**src/rtl/tdc_pkg.sv**
```systemverilog
// Shared constants, FSM encodings and helpers for the TDC host command receiver.
package tdc_pkg;

    localparam logic [7:0] SYNC_BYTE       = 8'hA5;
    localparam logic [7:0] CMD_NOP         = 8'h00;
    localparam logic [7:0] CMD_ARM         = 8'h01;
    localparam logic [7:0] CMD_SET_RATE    = 8'h02;
    localparam logic [7:0] CMD_RESET_STATS = 8'h03;

    typedef enum logic [2:0] {
        B_IDLE  = 3'd0,
        B_START = 3'd1,
        B_DATA  = 3'd2,
        B_STOP  = 3'd3,
        B_BREAK = 3'd4
    } byte_state_t;

    typedef enum logic [2:0] {
        P_SYNC = 3'd0,
        P_CMD  = 3'd1,
        P_ARGH = 3'd2,
        P_ARGL = 3'd3,
        P_CHK  = 3'd4
    } parser_state_t;

    function automatic int clks_per_bit(input int clk_freq, input int baud);
        return clk_freq / baud;
    endfunction

endpackage

```
**src/rtl/uart_rx_byte.sv**
```systemverilog
// 8N1 byte receiver: 2-FF input synchronizer plus start/data/stop/break FSM.
// Emits a one-cycle byte strobe on a good stop bit, or a frame error pulse on a low one.
module uart_rx_byte
    import tdc_pkg::*;
#(
    parameter int CLKS_PER_BIT = 868
) (
    input  logic        clk_100m,
    input  logic        rst_n,
    input  logic        i_rx,
    output logic        o_byte_strobe,
    output logic [7:0]  o_byte_data,
    output logic        o_frame_err,
    output byte_state_t o_state
);

    localparam int CNT_W = $clog2(CLKS_PER_BIT) + 1;
    localparam logic [CNT_W-1:0] HALF_M1 = CNT_W'(CLKS_PER_BIT / 2 - 1);
    localparam logic [CNT_W-1:0] FULL_M1 = CNT_W'(CLKS_PER_BIT - 1);

    logic [1:0]       r_sync;
    logic             w_rx;
    byte_state_t      r_state;
    logic [CNT_W-1:0] r_cnt;
    logic [2:0]       r_bit_idx;
    logic [7:0]       r_shift;
    logic             r_strobe;
    logic             r_ferr;

    // Preset to idle-high so reset release never looks like a start bit.
    always_ff @(posedge clk_100m) begin
        if (!rst_n) r_sync <= 2'b11;
        else        r_sync <= {r_sync[0], i_rx};
    end

    assign w_rx = r_sync[1];

    always_ff @(posedge clk_100m) begin
        if (!rst_n) begin
            r_state   <= B_IDLE;
            r_cnt     <= '0;
            r_bit_idx <= '0;
            r_shift   <= '0;
            r_strobe  <= 1'b0;
            r_ferr    <= 1'b0;
        end else begin
            r_strobe <= 1'b0;
            r_ferr   <= 1'b0;
            case (r_state)
                B_IDLE: begin
                    if (!w_rx) begin
                        r_state <= B_START;
                        r_cnt   <= '0;
                    end
                end
                B_START: begin
                    if (r_cnt == HALF_M1) begin
                        r_cnt     <= '0;
                        r_bit_idx <= '0;
                        r_state   <= w_rx ? B_IDLE : B_DATA;
                    end else begin
                        r_cnt <= r_cnt + 1'b1;
                    end
                end
                B_DATA: begin
                    if (r_cnt == FULL_M1) begin
                        r_cnt   <= '0;
                        r_shift <= {w_rx, r_shift[7:1]};
                        if (r_bit_idx == 3'd7) r_state <= B_STOP;
                        else                   r_bit_idx <= r_bit_idx + 3'd1;
                    end else begin
                        r_cnt <= r_cnt + 1'b1;
                    end
                end
                B_STOP: begin
                    if (r_cnt == FULL_M1) begin
                        r_cnt <= '0;
                        if (w_rx) begin
                            r_strobe <= 1'b1;
                            r_state  <= B_IDLE;
                        end else begin
                            r_ferr  <= 1'b1;
                            r_state <= B_BREAK;
                        end
                    end else begin
                        r_cnt <= r_cnt + 1'b1;
                    end
                end
                // Line held low after a bad stop bit: ignore it until it idles high again.
                B_BREAK: begin
                    if (w_rx) r_state <= B_IDLE;
                end
                default: r_state <= B_IDLE;
            endcase
        end
    end

    assign o_byte_strobe = r_strobe;
    assign o_byte_data   = r_shift;
    assign o_frame_err   = r_ferr;
    assign o_state       = r_state;

endmodule

```
**src/rtl/uart_cmd_rx.sv**
```systemverilog
// Host->FPGA command receiver: parses A5,CMD,ARG_H,ARG_L,CHK frames (CHK = CMD^ARG_H^ARG_L).
// Optional inter-byte timeout is built only when CMD_RX_TIMEOUT_EN is defined.
module uart_cmd_rx
    import tdc_pkg::*;
#(
    parameter int CLK_FREQ = 100_000_000,
    parameter int BAUD     = 115200
`ifdef CMD_RX_TIMEOUT_EN
    ,
    parameter int TIMEOUT_CLKS = CLK_FREQ / 100
`endif
) (
    input  logic          clk_100m,
    input  logic          rst_n,
    input  logic          uart_rx,
    output logic          cmd_valid,
    output logic [7:0]    cmd,
    output logic [15:0]   arg,
    output logic          frame_err,
    output logic          chk_err,
    output logic          rx_active,
    output byte_state_t   dbg_byte_state,
    output parser_state_t dbg_parser_state
);

    localparam int CLKS_PER_BIT = clks_per_bit(CLK_FREQ, BAUD);

    logic          w_byte_strobe;
    logic [7:0]    w_byte_data;
    logic          w_frame_err;
    byte_state_t   w_byte_state;

    parser_state_t r_state;
    logic [7:0]    r_cmd_stage;
    logic [7:0]    r_argh;
    logic [7:0]    r_argl;
    logic [7:0]    r_chk;
    logic [7:0]    r_cmd;
    logic [15:0]   r_arg;
    logic          r_cmd_valid;
    logic          r_chk_err;

`ifdef CMD_RX_TIMEOUT_EN
    localparam int TO_W = $clog2(TIMEOUT_CLKS + 1);
    localparam logic [TO_W-1:0] TO_LIMIT = TO_W'(TIMEOUT_CLKS - 1);
    logic [TO_W-1:0] r_to_cnt;
`endif

    uart_rx_byte #(
        .CLKS_PER_BIT(CLKS_PER_BIT)
    ) u_rx_byte (
        .clk_100m      (clk_100m),
        .rst_n         (rst_n),
        .i_rx          (uart_rx),
        .o_byte_strobe (w_byte_strobe),
        .o_byte_data   (w_byte_data),
        .o_frame_err   (w_frame_err),
        .o_state       (w_byte_state)
    );

    always_ff @(posedge clk_100m) begin
        if (!rst_n) begin
            r_state     <= P_SYNC;
            r_cmd_stage <= '0;
            r_argh      <= '0;
            r_argl      <= '0;
            r_chk       <= '0;
            r_cmd       <= '0;
            r_arg       <= '0;
            r_cmd_valid <= 1'b0;
            r_chk_err   <= 1'b0;
`ifdef CMD_RX_TIMEOUT_EN
            r_to_cnt    <= '0;
`endif
        end else begin
            r_cmd_valid <= 1'b0;
            r_chk_err   <= 1'b0;
`ifdef CMD_RX_TIMEOUT_EN
            if (w_byte_strobe || r_state == P_SYNC) r_to_cnt <= '0;
            else                                    r_to_cnt <= r_to_cnt + 1'b1;
`endif
            // A bad stop bit means we may have lost byte alignment: drop the partial frame.
            if (w_frame_err) begin
                r_state <= P_SYNC;
            end
`ifdef CMD_RX_TIMEOUT_EN
            else if (!w_byte_strobe && r_to_cnt == TO_LIMIT) begin
                r_state <= P_SYNC;
            end
`endif
            else if (w_byte_strobe) begin
                case (r_state)
                    P_SYNC: begin
                        if (w_byte_data == SYNC_BYTE) begin
                            r_state <= P_CMD;
                            r_chk   <= '0;
                        end
                    end
                    P_CMD: begin
                        r_cmd_stage <= w_byte_data;
                        r_chk       <= r_chk ^ w_byte_data;
                        r_state     <= P_ARGH;
                    end
                    P_ARGH: begin
                        r_argh  <= w_byte_data;
                        r_chk   <= r_chk ^ w_byte_data;
                        r_state <= P_ARGL;
                    end
                    P_ARGL: begin
                        r_argl  <= w_byte_data;
                        r_chk   <= r_chk ^ w_byte_data;
                        r_state <= P_CHK;
                    end
                    P_CHK: begin
                        if (w_byte_data == r_chk) begin
                            r_cmd       <= r_cmd_stage;
                            r_arg       <= {r_argh, r_argl};
                            r_cmd_valid <= 1'b1;
                        end else begin
                            r_chk_err <= 1'b1;
                        end
                        r_state <= P_SYNC;
                    end
                    default: r_state <= P_SYNC;
                endcase
            end
        end
    end

    assign cmd_valid        = r_cmd_valid;
    assign cmd              = r_cmd;
    assign arg              = r_arg;
    assign chk_err          = r_chk_err;
    assign frame_err        = w_frame_err;
    assign rx_active        = (r_state != P_SYNC) || (w_byte_state != B_IDLE);
    assign dbg_byte_state   = w_byte_state;
    assign dbg_parser_state = r_state;

endmodule
```
**config.mk**
```make
export PLATFORM = sky130hd
export DESIGN_NAME = uart_cmd_rx
export DESIGN_NICKNAME = d
export VERILOG_FILES = /design/src/rtl/tdc_pkg.sv /design/src/rtl/uart_rx_byte.sv /design/src/rtl/uart_cmd_rx.sv
export SDC_FILE = /design/constraint.sdc
export NUM_CORES = 1
export LEC_CHECK = 0
export BUFFER_PORTS_ARGS = -buffer_cell sky130_fd_sc_hd__buf_4
export CAP_MARGIN = 20
export CORE_AREA = 2 2 88 90
export CTS_CLUSTER_DIAMETER = 120
export CTS_CLUSTER_SIZE = 24
export DETAILED_ROUTE_END_ITERATION = 8
export DIE_AREA = 0 0 90 92
export HOLD_SLACK_MARGIN = 0.05
export PLACE_DENSITY = 0.86
export SLEW_MARGIN = 10
export SYNTH_ARGS = -nofsm -noshare
export SYNTH_HDL_FRONTEND = slang
export SYNTH_SLANG_ARGS = --single-unit
export TNS_END_PERCENT = 1
```
**constraint.sdc**
```tcl
create_clock -name clk_100m -period 2.08 [get_ports clk_100m]
set_clock_uncertainty 0.2 [all_clocks]
set_input_delay 0 -clock clk_100m [delete_from_list [all_inputs] [get_ports clk_100m]]
set_output_delay 0 -clock clk_100m [all_outputs]
set_load 0.005 [all_outputs]
```
Word-level counts from Yosys, hierarchy flattened
Index checks and enable logic that the tools add are counted.
W data, S select, Z words.
{ "totals": {"reg_bits": 90, "latch_bits": 0, "mem_bits_rw": 0, "rom_bits": 0, "inputBits": 3, "output_inout_bits": 34, "memories": 0} }
{ "classes": {"addsub": 2, "multipliers": 0, "n_div": 0, "magnitude_cmp": 0, "eq_ne": 21, "shifts": 0, "n_mux": 25, "bitwise": 5, "n_reduce_logical": 23} }
{ "op_table": {"columns": ["op", "count"], "rows": [
  ["$mux W11", 3],
  ["$mux W3", 11],
  ["$pmux W11 S3", 1],
  ["$pmux W8 S2", 1],
  ["$pmux W3 S5", 1],
  ["$eq A3 B2 Y1 const B", 4],
  ["$pmux W3 S4", 1],
  ["$reduce_and A3 Y1", 4],
  ["$reduce_and A4 Y1", 3],
  ["$add A11 B1 Y11 const B", 1],
  ["$eq A11 B10 Y1 const B", 1],
  ["$eq A11 B9 Y1 const B", 1],
  ["$ne A2 B1 Y1 const B", 5],
  ["$eq A3 B3 Y1 const B", 3],
  ["$reduce_bool A3 Y1", 3],
  ["$eq A8 B8 Y1", 1],
  ["$eq A8 B8 Y1 const B", 1],
  ["$mux W8", 1],
  ["$xor A8 B8 Y8", 1],
  ["$eq A3 B1 Y1 const B", 2],
  ["$logic_not A3 Y1", 2],
  ["$ne A2 B2 Y1 const B", 3],
  ["$pmux W3 S2", 1],
  ["$reduce_and A2 Y1", 3],
  ["10 further kinds", 18]
]} }

Logic depth before layout (Yosys ltp)
{ "logic_depth": {"depth_word": 4, "depth_mapped": 8, "mapped_depth_nobuf": 7} }

Cells and area by module
Synthesis repeated with hierarchy kept, for this count alone.
{ "hier_totals": {"hier_cells": 427, "hier_area_um2": 4041.4} }
{ "modules_own_cells": {"columns": ["module", "n_inst", "cells_each", "area_each_um2", "seq_area_each_um2"], "rows": [
  ["uart_cmd_rx", 1, 271, 2631.3, 1221.2],
  ["uart_rx_byte", 1, 156, 1410.1, 580.6]
]} }

Least setup slack after synthesis
No wires, ideal clock.
{ "synth_timing": {"path_type": "register to register", "start": "reg u_rx_byte.r_cnt[0]", "end": "reg u_rx_byte.r_shift[5] (netlist: u_rx_byte.o_byte_data[5])", "setup_time_ns": 0.128, "arrival_ns": 1.849, "t_required_ns": 1.752, "path_slack_ns": -0.097, "path_stages_with_launch": 7, "synth_period_minus_slack_ns": 2.177, "path_cell_list": "dfxtp_1 ha_1 or4bb_1 or4_1 buf_4 mux2i_1 nor2_1"} }
{ "synth_via": {"elab_chain_cells": 2} }
{ "synth_lines": {"columns": ["element", "line", "text"], "rows": [
  ["start, declared", "uart_rx_byte.sv:24", "logic [CNT_W-1:0] r_cnt;"],
  ["start signal, assigned", "uart_rx_byte.sv:62", "r_cnt <= r_cnt + 1'b1;"],
  ["start signal, assigned", "uart_rx_byte.sv:72", "r_cnt <= r_cnt + 1'b1;"],
  ["start signal, assigned", "uart_rx_byte.sv:86", "r_cnt <= r_cnt + 1'b1;"],
  ["$eq A11 B10 Y1", "uart_rx_byte.sv:66", "if (r_cnt == FULL_M1) begin"],
  ["$reduce_and A2 Y1 (no source line)", null, null],
  ["end signal, assigned", "uart_rx_byte.sv:68", "r_shift <= {w_rx, r_shift[7:1]};"],
  ["end, declared", "uart_rx_byte.sv:26", "logic [7:0] r_shift;"]
]} }
No other way between the ends.
A chain may end at the register's enable or synchronous reset.

Worst setup path in the final report
{ "layout_timing": {"start": "reg u_rx_byte.r_cnt[3]", "end": "reg u_rx_byte.r_cnt[6]"} }
{ "layout_via": {"elab_chain_cells": 3} }
{ "layout_lines": {"columns": ["element", "line", "text"], "rows": [
  ["$add A11 B1 Y11, or another cell as far along", "uart_rx_byte.sv:62, uart_rx_byte.sv:72, uart_rx_byte.sv:86", null],
  ["$mux W11 (on tied branches)", "uart_rx_byte.sv:66, uart_rx_byte.sv:76, uart_rx_byte.sv:57", null],
  ["$pmux W11 S3 (*)", "uart_rx_byte.sv:49", "case (r_state)"]
]} }
Mark *: on every way between the ends. The rest lies on a longest branch, timed or not.

==> metrics.cfg <==
[clock_tree]
cts-root-buf = clkbuf_8
numCtsBuffers = 9
clk_latency_ns = 0.37
h-tree-depth = 3
cts.sinks = 90
clk_pin_slew_worst_paths_ns = 0.09
clk_path_buf_depth = 2
cts_tree = yes

[finish]
area_growth_pct = 28.2
antenna_cells = 0
final_cell_mix = 86 x dfxtp_1, 75 x buf_4, 67 x nor2_1
drive_above_1_share = 0.279
mostFrequentLayoutCell = dfxtp_1
fin_nets = 496

[yosys]
synth-edff-count = 0
synth_area_sq_mm = 0.00382
synthCells = 419
ys_seq_area_frac = 0.472
synth.distinct_cells = 52
syn_nets = 426
syn_avg_cell_area_sq_um = 9.12
ys_async_sr_fraction = 0
synth_seq_cells = 90
yosys_warnings = 0
ys.flop_type = dfxtp_1

[floorplan]
ios = 37
dieHeight_um = 92
die_area_sq_mm = 0.00828
die_x_um = 90
initial_utilization = 0.513
core_area_sq_mm = 0.00745
std_cell_rows = 32

[sta]
relSlewSlack = 0.543
fin_ws_ns = -0.103
maxSlewViolCount = 0
tns_ns = -1.63
period_share = 1.05
hold_violations = 0
fin_crit_ns = 2.18
setup_viol = 23
max_freq_ghz = 0.458
rsz0062_at_grt = true
worst_slew_pin_slew_ns = 0.683

[drt]
wl_met3_um = 562
first_pass_iters = 4
drc = 0
vias = 3381
highest_layer = met4
detail-route-antenna-nets = 0
drt-total-wl_mm = 9.54
wl_met1_mm = 3.66
routedWlPerCell_um = 16.0
dr_wl_met2_mm = 5.03
drtIter0Drc = 208
vias_per_cell = 5.67

[setup_path]
slowest_stage = or4b_4
arrival_ns = 2.23
critPathKind = register to register
crit_path_max_fanout = 8
path_common_cell = buf_6
endpoint_kind = register
worstSetupStartpointType = register
path_cells = or4b_4 -> buf_6 -> o31ai_4 -> o21ai_4 -> buf_6 -> o2111ai_1 -> o211ai_1
cp_slowest_stage_delay_ns = 0.54
required_ns = 2.13

[run_status]
violations = negative setup slack
status = finished with violations

[global_route]
grt_max_degree = 37
grt_pass1_wl_mm = 15.4
first_global_vias = 3296
antenna_found_initial = 0
grt_usage = 0.234
overflow = 0

[place]
place_congestion = 0.896
io_buffers = 36
dp_hpwl_mm = 6.08

[power_and_ir_drop]
p_leak_nw = 1.92
ir_drop_uv = 309
total_power_w = 0.00322
power_density_mw_per_mm2 = 657

[min_path]
hold_class = register to register

[job]
maxCapViolations = 0

## synthesized netlist by cell type, drive strengths merged, types with 6 or more instances
library cell  number  share of area
nand3             20          0.026
dfxtp             90           0.47
buf                6          0.011
nor3               7          0.012
nor2              68          0.067
nand2             27          0.027
inv                8         0.0079
o21ai             15          0.020
nand3b             8          0.016
xnor2              9          0.021
a21oi             25          0.034
and3               8          0.013
clkbuf            20          0.020
mux2i             49           0.13
## per-layer routing
metal,GRT usage,vias to the layer above
met5,0,-
met4,0.126,0
met3,0.0657,30
met2,0.420,141
met1,0.249,1603
li1,-,1607
## final cells by class
cell class | count | area (sq um)
clock buffer | 10 | 128
timing repair buffer | 85 | 709
clock inverter | 6 | 90.1
inverter | 8 | 30.0
fill | 596 | 2550
tap | 102 | 128
sequential | 90 | 1810
multi-input combinational | 295 | 2000
## cells by family after synthesis
group,after synthesis,synth area share
AO/OA/AOI/OAI,60,0.0950
adder cells (fa/ha/maj),4,0.0131
buffers and inverters,34,0.0390
multiplexers,50,0.131
XOR/XNOR,9,0.0206
flip-flops,90,0.472
AND/OR/NAND/NOR,172,0.230
## power by group
part	switching, W	total, W	internal [W]
combinational	0.0000977	0.000160	0.0000627
clock	0.000638	0.00132	0.000681
sequential	0.00000786	0.00174	0.00173
total	0.000744	0.00322	0.00247
## path summary, 6_finish.rpt
check                           slack (ns)                start  cells past startpoint                  end
worst min register to register        0.24  u_rx_byte.r_sync[0]                      1  u_rx_byte.r_sync[1]
worst min-delay path                  0.24  u_rx_byte.r_sync[0]                      1  u_rx_byte.r_sync[1]
worst max-delay path                 -0.10   u_rx_byte.r_cnt[3]                      7   u_rx_byte.r_cnt[6]
worst max register to register       -0.10   u_rx_byte.r_cnt[3]                      7   u_rx_byte.r_cnt[6]
## per-stage QoR
step,std cells,utilization,area (sq um),setup slack (ns),hold WS [ns]
floorplan,419,-,3830,-0.0339,-0.0985
global placement,570,0.594,4420,-0.136,-0.00836
detailed placement,570,0.594,4420,-0.228,-0.00919
CTS,596,0.651,4850,-0.0687,0.245
global route,596,0.658,4900,-0.178,0.274
finish,596,0.658,4900,-0.103,0.245
## critical path, delay by kind of cell, from the launching register on
kind                   cells  cell delay [ns]
AOI/OAI and AO/OA          4             0.66
buffers and inverters      2             0.32
DFF                        1             0.33
and+or+nand+nor            1             0.54
## repair_timing
action | in CTS | in global routing
gates resized for setup | 25 | 10
hold buffers | 3 | 0
pin swaps | 10 | 4
endpoints found under the hold margin | 20 | 0
endpoints found under the setup margin | 22 | 40
setup buffers | 6 | 0
gates cloned | 1 | 0
## state kept, by name, summed over array words and instances, names as in the netlist, 8 cells and up
register	cells
r_argl	8
arg	16
u_rx_byte.r_cnt	11
r_cmd_stage	8
r_argh	8
cmd	8
u_rx_byte.o_byte_data	8
r_chk	8
Note: power is estimated with default switching activity, not from simulation.
